## config.mk

```make
export PLATFORM = sky130hd
export DESIGN_NAME = ex_mem_fwd
export DESIGN_NICKNAME = d
export VERILOG_FILES = /design/src/rtl/ex_mem_fwd_pkg.sv /design/src/rtl/ex_mem_fwd_fwd_unit.sv /design/src/rtl/ex_mem_fwd.sv
export SDC_FILE = /design/constraint.sdc
export NUM_CORES = 1
export LEC_CHECK = 0
export CORE_UTILIZATION = 30
export DETAILED_ROUTE_END_ITERATION = 8
export GPL_TIMING_DRIVEN = 1
export HOLD_SLACK_MARGIN = 0.12
export PLACE_DENSITY = 0.76
export SYNTH_ARGS = -nofsm -noshare
export SYNTH_HDL_FRONTEND = slang
export SYNTH_SLANG_ARGS = --single-unit
```

## constraint.sdc

```tcl
create_clock -name clk_i -period 1.7 [get_ports clk_i]
set_input_delay 0.34 -clock clk_i [delete_from_list [all_inputs] [get_ports clk_i]]
set_output_delay 0.34 -clock clk_i [all_outputs]
set_load 0.005 [all_outputs]
```

## src/rtl/ex_mem_fwd_pkg.sv

```systemverilog
//------------------------------------------------------------------------------
// Module   : ex_mem_fwd_pkg
// Brief    : Shared widths, forward-select type and encodings for ex_mem_fwd.
// Revision : 1.0 - initial release
//------------------------------------------------------------------------------
`default_nettype none

package ex_mem_fwd_pkg;

  localparam int unsigned DEF_DATA_W = 32;
  localparam int unsigned DEF_REG_W  = 5;

  typedef logic [1:0] fwd_sel_t;

  localparam fwd_sel_t FWD_RF    = 2'b00;
  localparam fwd_sel_t FWD_EXMEM = 2'b10;
  localparam fwd_sel_t FWD_MEMWB = 2'b01;

endpackage

`default_nettype wire

```

## src/rtl/ex_mem_fwd_fwd_unit.sv

```systemverilog
//------------------------------------------------------------------------------
// Module   : fwd_unit
// Brief    : Combinational ALU-operand forwarding selects (EX/MEM over MEM/WB).
// Revision : 1.0 - initial release
//------------------------------------------------------------------------------
`default_nettype none

module fwd_unit
  import ex_mem_fwd_pkg::*;
#(
  parameter int unsigned REG_W = DEF_REG_W
) (
  input  logic             ex_mem_reg_write,
  input  logic [REG_W-1:0] ex_mem_rd,
  input  logic             mem_wb_reg_write,
  input  logic [REG_W-1:0] mem_wb_rd,
  input  logic [REG_W-1:0] rs,
  input  logic [REG_W-1:0] rt,
  output fwd_sel_t         fwd_a,
  output fwd_sel_t         fwd_b
);

  // Register 0 is hard-wired, so a pending write to it never forwards.
  logic w_ex_mem_live;
  logic w_mem_wb_live;

  assign w_ex_mem_live = ex_mem_reg_write && (ex_mem_rd != '0);
  assign w_mem_wb_live = mem_wb_reg_write && (mem_wb_rd != '0);

  always_comb begin
    fwd_a = FWD_RF;
    if (w_ex_mem_live && (ex_mem_rd == rs)) begin
      fwd_a = FWD_EXMEM;
    end else if (w_mem_wb_live && (mem_wb_rd == rs)) begin
      fwd_a = FWD_MEMWB;
    end
  end

  always_comb begin
    fwd_b = FWD_RF;
    if (w_ex_mem_live && (ex_mem_rd == rt)) begin
      fwd_b = FWD_EXMEM;
    end else if (w_mem_wb_live && (mem_wb_rd == rt)) begin
      fwd_b = FWD_MEMWB;
    end
  end

endmodule

`default_nettype wire

```

## src/rtl/ex_mem_fwd.sv

```systemverilog
//------------------------------------------------------------------------------
// Module   : ex_mem_fwd
// Brief    : EX/MEM pipeline register fused with the data-forwarding unit.
//            Optional stall/flush inputs when EX_MEM_STALL_EN is defined.
// Revision : 1.0 - initial release
//------------------------------------------------------------------------------
`default_nettype none

module ex_mem_fwd
  import ex_mem_fwd_pkg::*;
#(
  parameter int unsigned DATA_W = DEF_DATA_W,
  parameter int unsigned REG_W  = DEF_REG_W
) (
  input  logic              clk_i,
  input  logic              rst_i,
`ifdef EX_MEM_STALL_EN
  input  logic              stall_i,
  input  logic              flush_i,
`endif
  input  logic              MemToReg_i,
  input  logic              RegWrite_i,
  input  logic              MemRead_i,
  input  logic              MemWrite_i,
  input  logic [DATA_W-1:0] ALUOut_i,
  input  logic [DATA_W-1:0] mux7_i,
  input  logic [REG_W-1:0]  mux8_i,
  output logic              MemToReg_o,
  output logic              RegWrite_o,
  output logic              MemRead_o,
  output logic              MemWrite_o,
  output logic [DATA_W-1:0] ALUOut_o,
  output logic [DATA_W-1:0] mux7_o,
  output logic [REG_W-1:0]  mux8_o,
  input  logic [REG_W-1:0]  ID_EX_RegRs_i,
  input  logic [REG_W-1:0]  ID_EX_RegRt_i,
  input  logic              MEM_WB_RegWrite_i,
  input  logic [REG_W-1:0]  MEM_WB_RegRd_i,
  output logic [1:0]        ForwardA_o,
  output logic [1:0]        ForwardB_o
);

  logic              r_mem_to_reg;
  logic              r_reg_write;
  logic              r_mem_read;
  logic              r_mem_write;
  logic [DATA_W-1:0] r_alu_out;
  logic [DATA_W-1:0] r_mux7;
  logic [REG_W-1:0]  r_mux8;

  always_ff @(posedge clk_i) begin
    if (rst_i) begin
      r_mem_to_reg <= 1'b0;
      r_reg_write  <= 1'b0;
      r_mem_read   <= 1'b0;
      r_mem_write  <= 1'b0;
      r_alu_out    <= '0;
      r_mux7       <= '0;
      r_mux8       <= '0;
`ifdef EX_MEM_STALL_EN
    end else if (flush_i) begin
      // A flush turns the slot into a bubble; data fields are don't-care.
      r_mem_to_reg <= 1'b0;
      r_reg_write  <= 1'b0;
      r_mem_read   <= 1'b0;
      r_mem_write  <= 1'b0;
      r_alu_out    <= ALUOut_i;
      r_mux7       <= mux7_i;
      r_mux8       <= mux8_i;
    end else if (!stall_i) begin
`else
    end else begin
`endif
      r_mem_to_reg <= MemToReg_i;
      r_reg_write  <= RegWrite_i;
      r_mem_read   <= MemRead_i;
      r_mem_write  <= MemWrite_i;
      r_alu_out    <= ALUOut_i;
      r_mux7       <= mux7_i;
      r_mux8       <= mux8_i;
    end
  end

  assign MemToReg_o = r_mem_to_reg;
  assign RegWrite_o = r_reg_write;
  assign MemRead_o  = r_mem_read;
  assign MemWrite_o = r_mem_write;
  assign ALUOut_o   = r_alu_out;
  assign mux7_o     = r_mux7;
  assign mux8_o     = r_mux8;

  fwd_sel_t w_fwd_a;
  fwd_sel_t w_fwd_b;

  fwd_unit #(
    .REG_W (REG_W)
  ) u_fwd_unit (
    .ex_mem_reg_write (r_reg_write),
    .ex_mem_rd        (r_mux8),
    .mem_wb_reg_write (MEM_WB_RegWrite_i),
    .mem_wb_rd        (MEM_WB_RegRd_i),
    .rs               (ID_EX_RegRs_i),
    .rt               (ID_EX_RegRt_i),
    .fwd_a            (w_fwd_a),
    .fwd_b            (w_fwd_b)
  );

  assign ForwardA_o = w_fwd_a;
  assign ForwardB_o = w_fwd_b;

endmodule

`default_nettype wire

```

==> results of run 1 <==
==> cells by family (layout without fill, tap and decap cells) <==
family,count (synthesis),in the layout
buffers and inverters,8,200
xor gates and xnor gates,20,20
DFF,73,73
and+or+nand+nor,86,86
AOI/OAI and AO/OA,1,1
==> power breakdown <==
group          internal [W]  switching [W]
clock network      0.000901       0.000605
registers           0.00180      0.0000280
logic              0.000435       0.000183
total               0.00314       0.000816
==> Yosys cell counts <==
library cell  number
xnor2_1           16
nor2_1             1
nor4_1             2
o21ai_2            1
nand2_1            2
clkbuf_1           8
nand3_1            2
nor4_2             2
dfxtp_1           73
or4_1              2
xor2_1             4
nand4_1            2
nor2b_1           73
==> critical path, stage by stage (launching register included) <==
cell     delay [ps]
dfxtp_2         320
or4_4           540
o21ai_4         150
nor4_2           60
buf_4           150
nor4_4          110
buf_2           150
==> flip-flops by register name (all words and copies together) (netlist names) <==
signal and flops:
ALUOut_o 32, MemRead_o 1, MemToReg_o 1, RegWrite_o 1
mux8_o 5, mux7_o 32, MemWrite_o 1
==> path summary, 6_finish.rpt <==
| check | cells past startpoint | to | start | slack (ps) |
|---|---|---|---|---|
| hold / removal | 3 | MemToReg_o | rst_i | 480 |
| setup / recovery | 6 | ForwardB_o[0] | mux8_o[0] | -440 |
==> stage by stage <==
| step | hold WS (ps) | setup WS, ps | cell area (um^2) | TNS, ps |
|---|---|---|---|---|
| after global routing | 490 | -514 | 4440 | -1760 |
| final | 477 | -437 | 4440 | -1420 |
| after CTS | 471 | -478 | 4390 | -1560 |
| after global placement | 831 | -662 | 4100 | -2440 |
| after detailed placement | 835 | -681 | 4100 | -2500 |
| after floorplan | 468 | 2.55 | 2220 | 0 |
==> cell type report <==
type | instances | share of cell area, %
clock inverter | 5 | 1.75
clock buffer | 11 | 3.41
sequential | 73 | 33.0
tap | 96 | 2.70
timing repair buffer | 184 | 40.5
multi-input combinational | 107 | 18.6
==> routing by layer <==
| metal | up-vias | track usage (%) | wire length [um] |
|---|---|---|---|
| li1 | 956 | - | - |
| met1 | 851 | 13.8 | 2110 |
| met2 | 116 | 30.0 | 3210 |
| met3 | 16 | 8.86 | 867 |
| met4 | 0 | 9.09 | 129 |
| met5 | - | 0 | 0 |
==> what timing repair did <==
item,CTS,global route
endpoints found under the setup margin,6,6
cloned,0,0
pin swaps,7,3
resized for setup,37,9
buffers inserted,2,1
==> summary.md, run 1 <==
| Metric | Value |
|---|---|
| Syn nets | `279` |
| Die Height | `~88 um` |
| Number of port buffers | `167` |
| Min Tclk post-route | `2140 ps` |
| Synth top area share | `65.9%` |
| Leading area contributor after synthesis | `dfxtp_1` |
| Hold Crit Class | `input pin to flip-flop` |
| Status | `finished, violations left` |
| Share of cells above drive strength 1 | `roughly 14%` |
| Multi-input combinational cell area | `825 um^2` |
| Final setup vio count | `4` |
| Drt via density | `4.07` |
| Adder-cell share of the synthesized area | `0%` |
| H-tree Lvls | `3` |
| Number of global-route vias before repair | `1965` |
| Commonest cells after routing, fill and taps aside | `clkdlybuf4s50_1 (153), nor2b_1 (73), dfxtp_1 (69), buf_4 (14)` |
| Final-layout fill cell count | `560` |
| # rows | `30` |
| Mux cell area share after synthesis | `0%` |
| Pin count of the biggest net entering global routing | `74` |
| Most common cell after layout, fill and taps aside | `clkdlybuf4s50_1` |
| First-pass GRT wire length | `9090 um` |
| I/O pin count | `168` |
| Tcrit/Tclk final | `126%` |
| GP Congestion | `0.686` |
| Seq cells post-synth | `73` |
| Simple-gate portion of the synthesized area | `24.5%` |
| Post-route ant nets | `0` |
| Total CTS buffers | `9` |
| Grt ovf | `0` |
| Area of the die | `approximately 0.0077 mm^2` |
| Worst slew margin | `79.6%` |
| DR WL/cell | `roughly 13 um` |
| RSZ-0062 raised after global routing | `yes` |
| XOR/XNOR Fraction of Synth Area | `7.90%` |
| Syn Inst Count | `188` |
| Total GRT Usage | `16.3%` |
| Data arrival time of the critical path | `around 1800 ps` |
| CTS clk-pin slew, worst paths | `approximately 70 ps` |
| Post-Route WL | `6310 um` |
| Largest family of logic cells by synthesized area | `simple AND/OR/NAND/NOR gates` |
| Fin util | `63.6%` |
| Root Buffer | `clkbuf_8` |
| WP data required | `1360 ps` |
| Initial Utilization | `31.8%` |
| Antenna violations before repair | `0` |
| Mapped cell area | `0.00222 mm^2` |
| Pwr Density | `891 mW/mm^2` |
| Fmax | `468 MHz` |
| Via count | `1939` |
| Sink Count | `73` |
| Die width | `88.0 um` |
| Final nets | `466` |
| Fin. max-slew vios | `0` |
| Worst setup EP type | `output pin` |
| Core Area | `between 0.006 and 0.007 mm^2` |
| Total Power Consumption | `~0.0040 W` |
| Final Non-Filler Cells | `476` |
| P_leak | `1.77 nW` |
| Failing checks | `setup timing` |
| CTS tree | `done` |
| Sequential element share of the synthesized area | `65.9%` |
| Reg area | `0.00147 mm^2` |
| Ant diodes | `0` |
| Max Buffers Root-to-Sink | `2` |
| DRT Pass-1 Iters | `2` |
| DP HPWL | `4670 um` |
| Worst vdd ir | `~570 uV` |
| Drc violations | `0` |
| Top cells by area, synth | `dfxtp_1 (66%), nor2b_1 (21%), xnor2_1 (6.3%)` |
| Worst-Margin Slew | `307 ps` |
| Final setup margin | `-437 ps` |
| Avg Inst Size Synth | `~12 um^2` |
| Worst setup SP type | `flip-flop` |
| CP max FO | `2` |
| Max-cap viol count | `0` |
| Hold Vio Cnt, Final | `0` |
| Synthesis warning total | `0` |
| Crit path kind | `flip-flop to output pin` |
| Synth-to-Final Area Change | `100%` |
| CTS Hold Bufs | `0` |
| Placed Instances | `about 460` |
| Library cells used by synthesis | `13` |
| 1st-iter DRT viols | `45` |
| Synth Area in Compound Gates | `less than 1%` |
No activity file was read; power rests on OpenSTA's default activity.
==> run 2: changes to the inputs <==
- CORE_ASPECT_RATIO: unset -> 0.6
==> summary.md, run 2 (synthesized netlist as in run 1, its figures left out) <==
| Metric | Value |
|---|---|
| Drt via density | `4.07` |
| Worst vdd ir | `approximately 580 uV` |
| Max-cap viol count | `0` |
| Worst-Margin Slew | `409 ps` |
| Reg area | `0.00147 mm^2` |
| Area post-placement | `0.00409 mm^2` |
| Grt ovf | `0` |
| Hold Vio Cnt, Final | `0` |
| P_leak | `1.72 nW` |
| Area of the die | `0.00775 mm^2` |
| Hold Crit Class | `input pin to flip-flop` |
| Most common cell after layout, fill and taps aside | `clkdlybuf4s50_1` |
| Total GRT Usage | `between 10% and 20%` |
| Core Area | `0.00691 mm^2` |
| Fin Hold WS | `506 ps` |
| Hold Path Cell Cnt | `3` |
| Failing checks | `setup timing` |
| Synth-to-Final Area Change | `98.9%` |
| Fin util | `63.9%` |
| Data arrival time of the critical path | `between 1500 and 2000 ps` |
| Final nets | `466` |
| Post-Route WL | `6210 um` |
| DR WL/cell | `approximately 13 um` |
| Final setup vio count | `4` |
| Fin. max-slew vios | `0` |
| I/O pin count | `168` |
| Die width | `~110 um` |
| H-tree Lvls | `3` |
| Max Buffers Root-to-Sink | `2` |
| Final Non-Filler Cells | `467` |
| # rows | `23` |
| Final setup margin | `-389 ps` |
| Total CTS buffers | `9` |
| Min-Delay Endpoint | `ALUOut_o[28]` |
| Multi-input combinational cell area | `about 780 um^2` |
| CTS clk-pin slew, worst paths | `approximately 60 ps` |
| Root Buffer | `clkbuf_16` |
| Die Height | `68.6 um` |
| Status | `finished, violations left` |
| 1st-iter DRT viols | `69` |
| Drc violations | `0` |
| Number of global-route vias before repair | `1794` |
| CP max FO | `2` |
| Fin Setup TNS | `-1360 ps` |
| Number of port buffers | `between 150 and 200` |
| Min Tclk post-route | `between 2000 and 2500 ps` |
| Pwr Density | `940 mW/mm^2` |
| Fmax | `~480 MHz` |
| Initial Utilization | `32.1%` |
| GP Congestion | `slightly above 0.7` |
| WP data required | `around 1400 ps` |
| Worst setup EP type | `output pin` |
| Worst setup SP type | `flip-flop` |
| Pin count of the biggest net entering global routing | `43` |
| Final instance area | `0.00441 mm^2` |
| Crit path kind | `flip-flop to output pin` |
| Sink Count | `between 70 and 80` |
| Worst slew margin | `72.7%` |
| CTS tree | `done` |
| RSZ-0062 raised after global routing | `yes` |
| Via count | `1900` |
| Hold Startpoint | `rst_i` |
| Tcrit/Tclk final | `123%` |
| First-pass GRT wire length | `8870 um` |
| Share of cells above drive strength 1 | `about an eighth` |
| Post-route ant nets | `0` |
| Commonest cells after routing, fill and taps aside | `clkdlybuf4s50_1 (160), nor2b_1 (73), dfxtp_1 (69), buf_4 (16), xnor2_1 (15)` |
| Final-layout fill cell count | `552` |
| DP HPWL | `4800 um` |
| Antenna violations before repair | `0` |
| Ant diodes | `0` |
| DRT Pass-1 Iters | `4` |
| Placed Instances | `451` |
==> run 2: cell types whose count changed in the layout (fill, tap and decap cells not counted), moves of 2 or more <==
cell | before | now
dlymetal6s2s_1 | 3 | 1
xnor2_2 | 4 | 1
clkbuf_1 | 0 | 3
buf_4 | 14 | 16
bufinv_16 | 2 | 0
clkbuf_16 | 0 | 9
clkbuf_8 | 11 | 2
dlygate4sd2_1 | 6 | 1
clkdlybuf4s50_1 | 153 | 160
xnor2_1 | 11 | 15
==> run 2: cell type report <==
type | count | share of cell area (%)
clock inverters | 2 | 0.284
repair buffers | 184 | 40.5
well taps | 87 | 2.47
flip-flops and latches | 73 | 33.2
multi-input cells | 107 | 17.6
clock buffers | 14 | 5.98
==> run 2: timing repair <==
item                       CTS  global route
hold endpoints to repair     0             0
setup buffers                0             1
setup endpoints to repair    4             5
resized for setup           22             9
hold buffers                 0             0
pin swaps                    6             4
==> run 2: metal layers <==
layer,vias to the layer above,part of all wire (%),wire length [um],global-route usage [%]
met5,-,0,0,0
li1,963,-,-,-
met3,4,9.9,616,7.60
met2,88,44,2720,23.9
met1,845,46,2830,19.4
met4,0,0.77,48,7.89
==> run 2: per-stage QoR <==
| step | worst slack (ps) | power (W) |
|---|---|---|
| CTS | -492 | 0.00420 |
| global route | -484 | 0.00434 |
| floorplan | 2.55 | 0.00201 |
| global placement | -660 | 0.00245 |
| finish | -389 | 0.00415 |
| detailed placement | -666 | 0.00246 |
==> run 2: where the power goes <==
group          leakage, nW  switching, W  internal (W)
clock                0.133      0.000646       0.00107
combinational        0.978      0.000173      0.000429
sequential           0.610     0.0000278       0.00181
total                 1.72      0.000847       0.00330
==> run 2: how the worst max path moves through the flow <==
stage                           start             to  slack (ps)  cells past startpoint
floorplan                   mux8_o[4]  ForwardA_o[0]           3                      4
global placement    MEM_WB_RegRd_i[0]  ForwardA_o[0]        -660                      5
detailed placement   ID_EX_RegRs_i[2]  ForwardA_o[1]        -670                      5
CTS                         mux8_o[0]  ForwardB_o[0]        -490                      5
global route                mux8_o[4]  ForwardB_o[0]        -480                      5
finish                      mux8_o[4]  ForwardB_o[0]        -390                      5
==> run 2: worst max-delay path, cell delays in order (launching register included) <==
cell	delay [ps]
dfxtp_2	310
or4_4	540
o21ai_4	230
nor4_4	60
nor4_2	140
buf_2	150
==> run 3: changes to the inputs <==
- ABC_CLOCK_PERIOD_IN_PS: unset -> 1700
- CELL_PAD_IN_SITES_DETAIL_PLACEMENT: unset -> 1
- CELL_PAD_IN_SITES_GLOBAL_PLACEMENT: unset -> 1
- CORE_UTILIZATION: 30 -> 21
- PLACE_DENSITY: 0.76 -> 0.74
==> summary.md, run 3 (synthesized netlist as in run 1, its figures left out) <==
| Metric | Value |
|---|---|
| H-tree Lvls | `3` |
| CTS clk-pin slew, worst paths | `50 ps` |
| Buf/Inv on CP | `2` |
| DR WL/cell | `14.7 um` |
| Worst setup SP type | `flip-flop` |
| P_leak | `1.72 nW` |
| Via count | `between 1.5k and 2k` |
| # rows | `28` |
| GP Congestion | `between 0.7 and 0.8` |
| WP depth | `6` |
| First-pass GRT wire length | `11200 um` |
| Drt via density | `3.83` |
| Max Buffers Root-to-Sink | `2` |
| Sink Count | `73` |
| Max stage delay on crit path | `550 ps` |
| Switching part of the total | `a little over a fifth` |
| Area of the die | `0.0110 mm^2` |
| Antenna violations before repair | `0` |
| CP Cell Sequence | `or4_4 > o21ai_4 > buf_6 > nor4_4 > nor4_4 > buf_2` |
| Fin Hold WS | `482 ps` |
| Largest delay share family, worst path | `simple AND/OR/NAND/NOR gates` |
| RSZ-0062 raised after global routing | `yes` |
| Hold Startpoint | `rst_i` |
| Comb power frac | `between 10% and 20%` |
| WP data required | `around 1400 ps` |
| Worst slew margin | `76.4%` |
| Status | `finished, violations left` |
| Root Buffer | `clkbuf_16` |
| Grt ovf | `0` |
| Worst setup EP type | `output pin` |
| Crit path kind | `flip-flop to output pin` |
| Most common cell on crit path | `nor4_4` |
| Hold Vio Cnt, Final | `0` |
| Number of port buffers | `about 170` |
| Worst vdd ir | `408 uV` |
| Final setup margin | `-464 ps` |
| Synth-to-Final Area Change | `101%` |
| Share of cells above drive strength 1 | `11.9%` |
| Critical-path top delay cell | `or4_4` |
| Final nets | `approximately 470` |
| Number of global-route vias before repair | `2124` |
| Hold Crit Class | `input pin to flip-flop` |
| Fin util | `44.3%` |
| Die width | `135 um` |
| Most common cell after layout, fill and taps aside | `clkdlybuf4s50_1` |
| Sw Pwr | `0.000883 W` |
| Fmax | `between 400 and 500 MHz` |
| Failing checks | `setup timing` |
| Final setup vio count | `4` |
| Drc violations | `0` |
| 1st-iter DRT viols | `47` |
| Commonest cells after routing, fill and taps aside | `clkdlybuf4s50_1 (160), nor2b_1 (73), dfxtp_1 (71), xnor2_1 (16), buf_4 (16)` |
| Worst-Margin Slew | `351 ps` |
| Crit path launch | `mux8_o[1]` |
| Max-cap viol count | `0` |
| Post-Route WL | `7540 um` |
| Die Height | `81.6 um` |
| CP max FO | `2` |
| DRT Pass-1 Iters | `4` |
| Pin count of the biggest net entering global routing | `74` |
| Cell Int Power | `0.00320 W` |
| Total CTS buffers | `9` |
| Pwr Density | `917 mW/mm^2` |
| Register share of total power | `between 40 and 50%` |
| Tcrit/Tclk final | `127%` |
| Post-route ant nets | `0` |
| Total GRT Usage | `13.9%` |
| Data arrival time of the critical path | `1820 ps` |
| Fin. max-slew vios | `0` |
| Clock group share of total power | `40.0%` |
| Min Tclk post-route | `2160 ps` |
| Ant diodes | `0` |
| DP HPWL | `5840 um` |
| Hold Path Cell Cnt | `3` |
| CTS tree | `done` |
| Core Area | `approximately 0.010 mm^2` |
| Fin Setup TNS | `-1520 ps` |
| Initial Utilization | `22.1%` |
| I/O pin count | `168` |
## run 3: changes by cell type in the layout (fill, tap and decap cells not counted), sizes merged
cell / delta
clkinv: +2
clkbuf: -4
buf: +1
## run 3: final timing paths
check	slack [ps]	endpoint
min	480	ALUOut_o[23]
max	-460	ForwardB_o[0]
## run 3: stage by stage
step / area [um^2] / worst slack, ps / instances / total power, W
CTS: 4440 / -488 / 514 / 0.00415
floorplan: 2220 / 2.55 / 188 / 0.00201
global placement: 4170 / -684 / 500 / 0.00246
detailed placement: 4170 / -785 / 500 / 0.00248
global route: 4450 / -560 / 514 / 0.00430
finish: 4450 / -464 / 514 / 0.00408
## run 3: layout make-up
class	instances	area, um^2
fill	1088	5600
timing repair buffer	185	1800
sequential	73	1460
multi-input combinational	107	771
clock buffer	10	229
tap	135	169
clock inverter	4	22.5
## run 3: tightest hold or removal path, stage by stage
cell and delay [ps]:
buf_2 110, buf_12 180, nor2b_1 120
## run 3: repair_timing
action / CTS / global route
endpoints found under the setup margin: 5 / 5
gates resized for setup: 21 / 7
setup buffers: 2 / 0
pin swaps: 3 / 1
hold buffers: 0 / 0
hold endpoints to repair: 0 / 0
cloned: 0 / 0
## run 3: power by group through the flow
| stage | Clock, W | Sequential (W) | Combinational, W |
|---|---|---|---|
| global placement | 0 | 0.00187 | 0.000597 |
| global route | 0.00180 | 0.00184 | 0.000662 |
| finish | 0.00163 | 0.00183 | 0.000617 |
| detailed placement | 0 | 0.00187 | 0.000608 |
| floorplan | 0 | 0.00188 | 0.000128 |
| CTS | 0.00169 | 0.00183 | 0.000620 |
## run 3: per-layer routing
metal	up-vias	track usage [%]	part of all wire, %	routed length (um)
met5	-	0	0	0
met4	0	4.72	1.1	80
met3	9	7.10	11	800
met2	96	22.1	45	3360
met1	907	16.1	44	3300
li1	959	-	-	-
